$ cat src/rtl/thr_intr_pkg.sv
// rtl/thr_intr_pkg.sv - shared encodings for the thread interrupt scheduler
package thr_intr_pkg;

    typedef enum logic [1:0] {
        REQ_NUKE   = 2'd0,
        REQ_RESUME = 2'd1,
        REQ_RESET  = 2'd2,
        REQ_RSVD   = 2'd3
    } req_type_e;

    typedef enum logic [1:0] {
        ST_IDLE  = 2'd0,
        ST_ISSUE = 2'd1,
        ST_WAIT  = 2'd2,
        ST_GAP   = 2'd3
    } sched_state_e;

    // Thread-FSM "dead" encoding used by the ifu thread state machine
    localparam logic [4:0] THR_DEAD = 5'b00000;

    // A nuke retires once the thread is dead; resume/reset once it has left dead
    function automatic logic req_done(req_type_e t, logic [4:0] st);
        return (t == REQ_NUKE) ? (st == THR_DEAD) : (st != THR_DEAD);
    endfunction

endpackage

$ cat src/rtl/thr_intr_sched_if.sv
// rtl/thr_intr_sched_if.sv - request, thread-state and interrupt bundle
interface thr_intr_sched_if;
    logic       req_valid;
    logic [1:0] req_type;
    logic [1:0] req_thr;
    logic       req_ready;
    logic [4:0] thr_state0;
    logic [4:0] thr_state1;
    logic [4:0] thr_state2;
    logic [4:0] thr_state3;
    logic       nukeint;
    logic       resumint;
    logic       rstint;
    logic [3:0] rstthr;
    logic       busy;
    logic       timeout_err;
    logic [1:0] timeout_thr;

    modport master (
        output req_valid, req_type, req_thr,
        output thr_state0, thr_state1, thr_state2, thr_state3,
        input  req_ready, nukeint, resumint, rstint, rstthr,
        input  busy, timeout_err, timeout_thr
    );

    modport slave (
        input  req_valid, req_type, req_thr,
        input  thr_state0, thr_state1, thr_state2, thr_state3,
        output req_ready, nukeint, resumint, rstint, rstthr,
        output busy, timeout_err, timeout_thr
    );
endinterface

$ cat src/rtl/thr_rr_arb4.sv
// rtl/thr_rr_arb4.sv - 4-way round-robin arbiter with advance-on-grant pointer
module thr_rr_arb4 (
    input  logic       clk,
    input  logic       rst,
    input  logic [3:0] req,
    input  logic       advance,
    output logic [3:0] gnt,
    output logic [1:0] gnt_idx
);

    logic [1:0] ptr_q;

    // Search starts one past the last granted thread
    always_comb begin
        logic [1:0] idx;
        logic       found;
        gnt     = 4'b0000;
        gnt_idx = 2'd0;
        found   = 1'b0;
        idx     = 2'd0;
        for (int i = 1; i <= 4; i++) begin
            idx = ptr_q + 2'(i);
            if (!found && req[idx]) begin
                gnt[idx] = 1'b1;
                gnt_idx  = idx;
                found    = 1'b1;
            end
        end
    end

    // Pointer resets to thread 3 so the first search begins at thread 0
    always_ff @(posedge clk) begin
        if (rst) begin
            ptr_q <= 2'd3;
        end else if (advance && (gnt != 4'b0000)) begin
            ptr_q <= gnt_idx;
        end
    end

endmodule

$ cat src/rtl/thr_intr_sched.sv
// rtl/thr_intr_sched.sv - per-thread interrupt scheduler; THR_INTR_TIMEOUT_EN enables completion timeout
module thr_intr_sched
    import thr_intr_pkg::*;
#(
    parameter int unsigned MAX_WAIT = 2000,
    parameter int unsigned GAP_CYC  = 2
) (
    input  logic              clk,
    input  logic              rst,
    thr_intr_sched_if.slave   bus
);

    sched_state_e state_q, state_d;
    logic [3:0]   slot_vld_q;
    req_type_e    slot_type_q [4];
    logic [1:0]   cur_thr_q;
    req_type_e    cur_type_q;
    logic [3:0]   gap_cnt_q;
    logic [4:0]   thr_st [4];

    logic         accept;
    logic         grant_take;
    logic         issue;
    logic         done;
    logic         to_hit;
    logic         to_fire;
    logic [3:0]   arb_gnt;
    logic [1:0]   arb_idx;

    assign thr_st[0] = bus.thr_state0;
    assign thr_st[1] = bus.thr_state1;
    assign thr_st[2] = bus.thr_state2;
    assign thr_st[3] = bus.thr_state3;

    assign bus.req_ready = ~rst & ~slot_vld_q[bus.req_thr];
    assign accept        = bus.req_valid & ~slot_vld_q[bus.req_thr];
    assign done          = (state_q == ST_WAIT) && req_done(cur_type_q, thr_st[cur_thr_q]);

    thr_rr_arb4 u_arb (
        .clk     (clk),
        .rst     (rst),
        .req     (slot_vld_q),
        .advance (grant_take),
        .gnt     (arb_gnt),
        .gnt_idx (arb_idx)
    );

`ifdef THR_INTR_TIMEOUT_EN
    logic [15:0] wait_cnt_q;
    logic [1:0]  timeout_thr_q;

    assign to_hit = (wait_cnt_q == 16'(MAX_WAIT));

    // Wait counter: cleared on issue, counts unfinished WAIT cycles, saturates
    always_ff @(posedge clk) begin
        if (rst) begin
            wait_cnt_q <= 16'd0;
        end else if (state_q == ST_ISSUE) begin
            wait_cnt_q <= 16'd0;
        end else if ((state_q == ST_WAIT) && !done && (wait_cnt_q != 16'hFFFF)) begin
            wait_cnt_q <= wait_cnt_q + 16'd1;
        end
    end

    // Remember which thread timed out until the next timeout
    always_ff @(posedge clk) begin
        if (rst) begin
            timeout_thr_q <= 2'd0;
        end else if (to_fire) begin
            timeout_thr_q <= cur_thr_q;
        end
    end

    assign bus.timeout_err = ~rst & to_fire;
    assign bus.timeout_thr = rst ? 2'd0 : timeout_thr_q;
`else
    assign to_hit          = 1'b0;
    assign bus.timeout_err = 1'b0;
    assign bus.timeout_thr = 2'd0;
`endif

    // Pending slots: type 3 is swallowed, a full slot is never overwritten
    always_ff @(posedge clk) begin
        if (rst) begin
            slot_vld_q <= 4'b0000;
            for (int i = 0; i < 4; i++) begin
                slot_type_q[i] <= REQ_NUKE;
            end
        end else begin
            if (issue) begin
                slot_vld_q[cur_thr_q] <= 1'b0;
            end
            if (accept && (req_type_e'(bus.req_type) != REQ_RSVD)) begin
                slot_vld_q[bus.req_thr]  <= 1'b1;
                slot_type_q[bus.req_thr] <= req_type_e'(bus.req_type);
            end
        end
    end

    // Scheduler state register
    always_ff @(posedge clk) begin
        if (rst) begin
            state_q <= ST_IDLE;
        end else begin
            state_q <= state_d;
        end
    end

    // Next state: arbitrate, pulse, wait for the thread to react, then back off
    always_comb begin
        state_d    = state_q;
        grant_take = 1'b0;
        issue      = 1'b0;
        to_fire    = 1'b0;
        case (state_q)
            ST_IDLE: begin
                if (slot_vld_q != 4'b0000) begin
                    grant_take = 1'b1;
                    state_d    = ST_ISSUE;
                end
            end
            ST_ISSUE: begin
                issue   = 1'b1;
                state_d = ST_WAIT;
            end
            ST_WAIT: begin
                if (done) begin
                    state_d = (GAP_CYC == 0) ? ST_IDLE : ST_GAP;
                end else if (to_hit) begin
                    to_fire = 1'b1;
                    state_d = (GAP_CYC == 0) ? ST_IDLE : ST_GAP;
                end
            end
            ST_GAP: begin
                if (gap_cnt_q == 4'(GAP_CYC - 1)) begin
                    state_d = ST_IDLE;
                end
            end
            default: state_d = ST_IDLE;
        endcase
    end

    // Capture the granted request and count gap cycles
    always_ff @(posedge clk) begin
        if (rst) begin
            cur_thr_q  <= 2'd0;
            cur_type_q <= REQ_NUKE;
            gap_cnt_q  <= 4'd0;
        end else begin
            if (grant_take) begin
                cur_thr_q  <= arb_idx;
                cur_type_q <= slot_type_q[arb_idx];
            end
            if (state_q == ST_GAP) begin
                gap_cnt_q <= gap_cnt_q + 4'd1;
            end else begin
                gap_cnt_q <= 4'd0;
            end
        end
    end

    assign bus.nukeint  = ~rst & (state_q == ST_ISSUE) & (cur_type_q == REQ_NUKE);
    assign bus.resumint = ~rst & (state_q == ST_ISSUE) & (cur_type_q == REQ_RESUME);
    assign bus.rstint   = ~rst & (state_q == ST_ISSUE) & (cur_type_q == REQ_RESET);
    assign bus.rstthr   = (~rst & (state_q == ST_ISSUE)) ? (4'b0001 << cur_thr_q) : 4'b0000;
    assign bus.busy     = ~rst & ((slot_vld_q != 4'b0000) | (state_q != ST_IDLE));

endmodule
$ cat src/flat_wrapper.sv
// flat-port wrapper written by rule: the top's interface ports become plain ports
module thr_intr_sched_flat import thr_intr_pkg::*;
#(
    parameter int unsigned MAX_WAIT = 2000,
    parameter int unsigned GAP_CYC  = 2
)
  (clk, rst, bus_req_valid, bus_req_type, bus_req_thr, bus_thr_state0, bus_thr_state1, bus_thr_state2, bus_thr_state3, bus_req_ready, bus_nukeint, bus_resumint, bus_rstint, bus_rstthr, bus_busy, bus_timeout_err, bus_timeout_thr);
  thr_intr_sched_if bus_i ();
  input  logic clk;
  input  logic rst;
  input wire logic [$bits(bus_i.req_valid)-1:0] bus_req_valid;
  input wire logic [$bits(bus_i.req_type)-1:0] bus_req_type;
  input wire logic [$bits(bus_i.req_thr)-1:0] bus_req_thr;
  input wire logic [$bits(bus_i.thr_state0)-1:0] bus_thr_state0;
  input wire logic [$bits(bus_i.thr_state1)-1:0] bus_thr_state1;
  input wire logic [$bits(bus_i.thr_state2)-1:0] bus_thr_state2;
  input wire logic [$bits(bus_i.thr_state3)-1:0] bus_thr_state3;
  output wire logic [$bits(bus_i.req_ready)-1:0] bus_req_ready;
  output wire logic [$bits(bus_i.nukeint)-1:0] bus_nukeint;
  output wire logic [$bits(bus_i.resumint)-1:0] bus_resumint;
  output wire logic [$bits(bus_i.rstint)-1:0] bus_rstint;
  output wire logic [$bits(bus_i.rstthr)-1:0] bus_rstthr;
  output wire logic [$bits(bus_i.busy)-1:0] bus_busy;
  output wire logic [$bits(bus_i.timeout_err)-1:0] bus_timeout_err;
  output wire logic [$bits(bus_i.timeout_thr)-1:0] bus_timeout_thr;
  assign bus_i.req_valid = bus_req_valid;
  assign bus_i.req_type = bus_req_type;
  assign bus_i.req_thr = bus_req_thr;
  assign bus_i.thr_state0 = bus_thr_state0;
  assign bus_i.thr_state1 = bus_thr_state1;
  assign bus_i.thr_state2 = bus_thr_state2;
  assign bus_i.thr_state3 = bus_thr_state3;
  assign bus_req_ready = bus_i.req_ready;
  assign bus_nukeint = bus_i.nukeint;
  assign bus_resumint = bus_i.resumint;
  assign bus_rstint = bus_i.rstint;
  assign bus_rstthr = bus_i.rstthr;
  assign bus_busy = bus_i.busy;
  assign bus_timeout_err = bus_i.timeout_err;
  assign bus_timeout_thr = bus_i.timeout_thr;
  thr_intr_sched #(.MAX_WAIT(MAX_WAIT), .GAP_CYC(GAP_CYC)) u_core (.clk(clk), .rst(rst), .bus(bus_i));
endmodule
$ cat config.mk
export PLATFORM = sky130hd
export DESIGN_NAME = thr_intr_sched_flat
export DESIGN_NICKNAME = d
export VERILOG_FILES = /design/src/rtl/thr_intr_pkg.sv /design/src/rtl/thr_intr_sched_if.sv /design/src/rtl/thr_rr_arb4.sv /design/src/rtl/thr_intr_sched.sv /design/src/flat_wrapper.sv
export SDC_FILE = /design/constraint.sdc
export NUM_CORES = 1
export LEC_CHECK = 0
export CORE_MARGIN = 4
export CORE_UTILIZATION = 50
export DETAILED_ROUTE_END_ITERATION = 6
export PLACE_DENSITY_LB_ADDON = 0.08
export REMOVE_ABC_BUFFERS = 1
export SKIP_CTS_REPAIR_TIMING = 1
export SLEW_MARGIN = 25
export SYNTH_ARGS = -nofsm -noshare
export SYNTH_HDL_FRONTEND = slang
export SYNTH_HIERARCHICAL = 1
export SYNTH_SLANG_ARGS = --single-unit
$ cat constraint.sdc
create_clock -name clk -period 4.9 [get_ports clk]
set_clock_uncertainty 0.1 [all_clocks]
set_input_delay 0.98 -clock clk [delete_from_list [all_inputs] [get_ports clk]]
set_output_delay 0.98 -clock clk [all_outputs]
set_load 0.02 [all_outputs]
==> impl_metrics.env, run 1 <==
export IMPL_share_of_the_clock_period_used_by_the_worst_path=0.804
export IMPL_fp_dieArea_sq_um=4530
export IMPL_critical_path_max_fanout=16
export IMPL_cp_arrival_ns=2.86
export IMPL_unrepaired_setup_endpoints_after_global_routing="false"
export IMPL_ctsLongestPathBuffers=2
export IMPL_antenna_diode_count=0
export IMPL_layout_drive_gt1_share=0.107
export IMPL_setup_worst_path_end_class="output port"
export IMPL_setup_viol_count_final=0
export IMPL_totalNegativeSetupSlack_ns=0
export IMPL_critPathMostFrequentCell="sky130_fd_sc_hd__clkdlybuf4s50_1"
export IMPL_wl_per_cell_um=14.3
export IMPL_post_synth_cell_area_avg_sq_um=9.51
export IMPL_clock_tree_root_cell="sky130_fd_sc_hd__clkbuf_4"
export IMPL_final_net_count=258
export IMPL_hpwl_mm=2.98
export IMPL_areaGrowthSynthToFinish_pct=22.6
export IMPL_cts_reportedPaths_clkPinSlew_ns=0.12
export IMPL_timing_final_max_slew_violations=0
export IMPL_cell_internal_pwr_mw=0.439
export IMPL_clkPwrFrac=0.212
export IMPL_io_pins=39
export IMPL_netlist_area_before_placement_sq_um=1760
export IMPL_grt_first_pass_wirelength_mm=6.27
export IMPL_seq_area_sq_um=561
export IMPL_setup_worst_path_start_class="input pin"
export IMPL_grt_pass1_vias=1440
export IMPL_fmax_mhz=254
export IMPL_vdd_ir_drop_max_uv=228
export IMPL_power_net_switching_mw=0.221
export IMPL_hold_viol=0
export IMPL_clkLatencyLatePin_ns=0.31
export IMPL_core_sq_um=3360
export IMPL_detail_route_wirelength_mm=3.73
export IMPL_detail_route_vias_per_cell=5.54
export IMPL_die_h_um=67.3
export IMPL_final_antenna_net_count=0
export IMPL_p_seq_frac=0.389
export IMPL_track_usage=0.180
export IMPL_finalCriticalPeriod_ns=3.94
export IMPL_setup_worst_path_class="input pin to output port"
export IMPL_combPwrFrac=0.399
export IMPL_detailedRoute_firstPassIterationCount=4
export IMPL_postLayoutCoreUtil=0.641
export IMPL_htree_num_levels=1
export IMPL_numPortBuffers=35
export IMPL_tritoncts="yes"
export IMPL_critical_path_cell_chain="clkdlybuf4s50_1, buf_4, clkinv_1, nand2_1, nor3b_1, clkdlybuf4s50_1"
export IMPL_worst_ep_required_time_ns=3.82
export IMPL_tritoncts_buffer_count=3
export IMPL_initial_utilization=0.523
export IMPL_largest_net_degree_at_the_start_of_global_routing=17
export IMPL_via_count=1446
export IMPL_num_rows=21
export IMPL_fillers=299
export IMPL_static_leakage_power_nw=0.850
export IMPL_multi_input_area_sq_um=1080
export IMPL_r2r_setup_slack_ns=1.11
export IMPL_gp_congestion=0.772
export IMPL_antenna_found_initial=0
export IMPL_netSwitchingFraction=0.334
export IMPL_first_iter_violations=66
export IMPL_count_of_synthesis_stage_warnings_from_yosys=6
export IMPL_drc_errors=0
export IMPL_critical_path_slowest_cell="sky130_fd_sc_hd__clkdlybuf4s50_1"
export IMPL_synthesis_instances=185
export IMPL_tightest_slew_ns=0.797
export IMPL_rel_slew_slack=0.464
export IMPL_globalRouteOverflowTotal=0
export IMPL_max_cap_viol_count=0
export IMPL_power_density_nw_per_um2=306
export IMPL_cts_num_sinks=24
export IMPL_hold_class="flip-flop to flip-flop"
export IMPL_design_power_total_mw=0.660
export IMPL_status="completed"
export IMPL_die_w_um=67.3
export IMPL_worst_path_largest_cell_delay_ns=0.65
metrics by stage:
| step | hold slack [ns] | worst slack [ns] | std cells | area (sq um) |
|---|---|---|---|---|
| 2_1_floorplan | 0.333 | 1.60 | 175 | 1690 |
| 6_report | 0.387 | 0.958 | 261 | 2160 |
| 4_1_cts | 0.400 | 0.935 | 261 | 2160 |
| 3_3_place_gp | 0.344 | 0.997 | 257 | 2100 |
| 5_1_grt | 0.423 | 0.761 | 261 | 2160 |
| 3_5_place_dp | 0.369 | 0.945 | 257 | 2100 |
metal layers:
metal | GRT usage | wire (um) | vias to the layer above
li1 | - | - | 722
met1 | 0.227 | 1720 | 686
met2 | 0.312 | 1760 | 34
met3 | 0.0449 | 213 | 4
met4 | 0.0380 | 28 | 0
met5 | 0 | 0 | -
placed cells by master (no fill, tap or decap), types with 2 or more instances in the layout:
cell type,n
sky130_fd_sc_hd__or3_1,2
sky130_fd_sc_hd__conb_1,3
sky130_fd_sc_hd__nand2_1,11
sky130_fd_sc_hd__nor4b_1,2
sky130_fd_sc_hd__clkbuf_4,3
sky130_fd_sc_hd__a21oi_1,6
sky130_fd_sc_hd__a22oi_1,3
sky130_fd_sc_hd__nand3_1,2
sky130_fd_sc_hd__nor3b_1,6
sky130_fd_sc_hd__clkdlybuf4s50_1,35
sky130_fd_sc_hd__dfxtp_1,16
sky130_fd_sc_hd__nor2_1,26
sky130_fd_sc_hd__mux4_2,6
sky130_fd_sc_hd__edfxtp_1,8
sky130_fd_sc_hd__or2_2,2
sky130_fd_sc_hd__nor3_1,5
sky130_fd_sc_hd__nand3b_1,2
sky130_fd_sc_hd__ha_1,15
sky130_fd_sc_hd__or4_1,2
sky130_fd_sc_hd__mux2i_1,7
sky130_fd_sc_hd__a31o_2,2
sky130_fd_sc_hd__o31a_1,2
sky130_fd_sc_hd__xor2_1,2
sky130_fd_sc_hd__inv_1,11
sky130_fd_sc_hd__nor4_1,6
sky130_fd_sc_hd__and2_1,2
area by class of cell:
cell class,instances,share of cell area
multi-input combinational,139,0.502
sequential,24,0.260
timing repair buffer,36,0.166
tap,46,0.0267
inverter,12,0.0209
clock inverter,1,0.0139
clock buffer,3,0.0104
worst max-delay path, delay by kind of cell:
kind,cells,cell delay (ns)
buf+inv,4,1.44
simple gates,2,0.44
power by group through the flow:
| stage | logic, mW | clock network [mW] | registers (mW) |
|---|---|---|---|
| after global placement | 0.256 | 0 | 0.259 |
| after CTS | 0.263 | 0.145 | 0.257 |
| final | 0.263 | 0.140 | 0.257 |
| after floorplan | 0.187 | 0 | 0.252 |
| after global routing | 0.293 | 0.155 | 0.262 |
| after detailed placement | 0.262 | 0 | 0.262 |
state kept, by name (all words and copies together), names as in the netlist:
register,count
u_core/gap_cnt_q,4
u_core/cur_thr_q,2
u_core/cur_type_q,2
u_core/state_q,2
u_core/slot_type_q,8
u_core/slot_vld_q,4
u_core/u_arb/ptr_q,2
path summary, 6_finish.rpt:
path                          from                   end  cells after the start
max reg2reg  u_core/u_arb/ptr_q[0]  u_core/cur_type_q[1]                      9
max                            rst            bus_rstint                      6
min reg2reg    u_core/gap_cnt_q[0]   u_core/gap_cnt_q[0]                      1
min            u_core/gap_cnt_q[0]   u_core/gap_cnt_q[0]                      1
Note: power is estimated with default switching activity, not from simulation.
==> inputs of run 2 (changes only) <==
Settings changed: CORE_UTILIZATION 50 to 46.
Clock period 4.9 ns to 3.55 ns, I/O delays scaled along.
==> run 2 against run 1 <==
Global-route usage is 1.3 points lower. Sequential power up 33%. Clock power increased by 55%. Setup slack got worse by 0.67 ns. Register-to-register slack got worse by 0.51 ns. Die area grew 7.6%. Via count is 1.7% higher. Critical path depth shrank 2. Routed wire length is 6.6% higher. Largest power group unchanged.
==> impl_metrics.env, run 2 (synthesized netlist as in run 1, its figures left out) <==
export IMPL_mostFrequentLayoutCells="35 x sky130_fd_sc_hd__clkdlybuf4s50_1, 26 x sky130_fd_sc_hd__nor2_1, 16 x sky130_fd_sc_hd__dfxtp_1"
export IMPL_detail_route_vias_per_cell=5.45
export IMPL_core_sq_um=3690
export IMPL_clkLatencyLatePin_ns=0.27
export IMPL_wl_per_cell_um=14.7
export IMPL_grt_first_pass_wirelength_mm=6.75
export IMPL_numPortBuffers=35
export IMPL_finalCriticalPeriod_ns=3.26
export IMPL_final_antenna_net_count=0
export IMPL_fin_cells=270
export IMPL_globalRouteOverflowTotal=0
export IMPL_io_pins=39
export IMPL_setup_viol_count_final=0
export IMPL_antenna_found_initial=0
export IMPL_hpwl_mm=3.10
export IMPL_grt_pass1_vias=1518
export IMPL_largest_net_degree_at_the_start_of_global_routing=16
export IMPL_critical_path_max_fanout=2
export IMPL_status="completed"
export IMPL_areaGrowthSynthToFinish_pct=26.5
export IMPL_unrepaired_setup_endpoints_after_global_routing="false"
export IMPL_antenna_diode_count=0
export IMPL_tightest_slew_ns=0.621
export IMPL_final_common_cell="sky130_fd_sc_hd__clkdlybuf4s50_1"
export IMPL_die_w_um=69.8
export IMPL_layout_drive_gt1_share=0.135
export IMPL_num_rows=22
export IMPL_detail_route_wirelength_mm=3.97
export IMPL_share_of_the_clock_period_used_by_the_worst_path=0.918
export IMPL_first_iter_violations=55
export IMPL_cts_num_sinks=24
export IMPL_layout_top_registers="u_core/slot_type_q: 8 flops, u_core/gap_cnt_q: 4 flops, u_core/slot_vld_q: 4 flops"
export IMPL_gp_congestion=0.739
export IMPL_setup_worst_path_start_class="input pin"
export IMPL_clock_tree_root_cell="sky130_fd_sc_hd__clkbuf_8"
export IMPL_power_density_nw_per_um2=429
export IMPL_max_cap_viol_count=0
export IMPL_cp_arrival_ns=2.45
export IMPL_worst_ep_required_time_ns=2.74
export IMPL_tritoncts="yes"
export IMPL_die_h_um=69.8
export IMPL_static_leakage_power_nw=0.890
export IMPL_htree_num_levels=1
export IMPL_vdd_ir_drop_max_uv=287
export IMPL_initial_utilization=0.477
export IMPL_post_place_cells=266
export IMPL_design_power_total_mw=0.956
export IMPL_drc_errors=0
export IMPL_setup_worst_path_class="input pin to output port"
export IMPL_ctsLongestPathBuffers=2
export IMPL_largest_register_by_flop_count="u_core/slot_type_q"
export IMPL_cts_reportedPaths_clkPinSlew_ns=0.09
export IMPL_fmax_mhz=307
export IMPL_hold_viol=0
export IMPL_hold_class="flip-flop to flip-flop"
export IMPL_fp_dieArea_sq_um=4880
export IMPL_via_count=1471
export IMPL_tritoncts_buffer_count=3
export IMPL_track_usage=0.167
export IMPL_detailedRoute_firstPassIterationCount=4
export IMPL_hold_depth=1
export IMPL_rel_slew_slack=0.582
export IMPL_largest_register_ff_count=8
export IMPL_worst_reg2reg_path_depth=10
export IMPL_timing_final_max_slew_violations=0
export IMPL_totalNegativeSetupSlack_ns=0
export IMPL_fillers=324
export IMPL_setup_worst_path_end_class="output port"
export IMPL_final_net_count=265
==> run 2: cell types whose count changed in the layout (fill, tap and decap cells not counted) <==
cell                        before  now
sky130_fd_sc_hd__buf_4           1    8
sky130_fd_sc_hd__bufinv_16       1    0
sky130_fd_sc_hd__clkbuf_16       0    1
sky130_fd_sc_hd__clkbuf_4        3    0
sky130_fd_sc_hd__clkbuf_8        0    3
==> run 2: final timing paths <==
| path | from | end | slack (ns) |
|---|---|---|---|
| worst max-delay path | bus_req_thr[0] | bus_req_ready | 0.29 |
| worst min-delay path | u_core/gap_cnt_q[0] | u_core/gap_cnt_q[0] | 0.38 |
| worst max register to register | u_core/u_arb/ptr_q[0] | u_core/cur_type_q[0] | 0.60 |
| worst min register to register | u_core/gap_cnt_q[0] | u_core/gap_cnt_q[0] | 0.38 |
==> run 2: metal layers <==
metal  vias up  wire length [um]  track usage
met5         -                 0            0
met4         0                41       0.0532
met3         5               154       0.0261
met2        33              2120        0.301
met1       694              1650        0.201
li1        739                 -            -
==> run 2: critical path, stage by stage <==
cell                              delay, ns
sky130_fd_sc_hd__clkdlybuf4s50_1       0.51
sky130_fd_sc_hd__mux4_2                0.52
sky130_fd_sc_hd__nor2_1                0.10
sky130_fd_sc_hd__clkdlybuf4s50_1       0.61
==> run 2: layout make-up <==
type	instances	area, sq um	share of cell area
clock buffers	4	66.3	0.0298
inverters	12	45.0	0.0202
multi-input cells	139	1080	0.487
flip-flops and latches	24	561	0.252
well taps	48	60.1	0.0270
repair buffers	43	410	0.184
==> run 2: power breakdown <==
group	total (mW)	internal [mW]	switching, mW
registers	0.343	0.312	0.0316
logic	0.395	0.195	0.201
clock network	0.217	0.123	0.0942
total	0.956	0.629	0.326
==> run 2: per-stage QoR <==
| stage | hold slack [ns] | setup slack (ns) | area [sq um] | utilization |
|---|---|---|---|---|
| after floorplan | 0.333 | 0.254 | 1690 | - |
| after CTS | 0.382 | 0.265 | 2230 | 0.603 |
| after global routing | 0.421 | 0.214 | 2230 | 0.603 |
| final | 0.378 | 0.292 | 2230 | 0.603 |
| after detailed placement | 0.361 | 0.267 | 2160 | 0.585 |
| after global placement | 0.350 | 0.294 | 2160 | 0.585 |
==> inputs of run 3 (changes only) <==
Settings changed: ABC_CLOCK_PERIOD_IN_PS from default to 3550, CAP_MARGIN from default to 20.
==> results of run 3 <==
No change in the layout: final DEF, timing and power equal those of run 2.
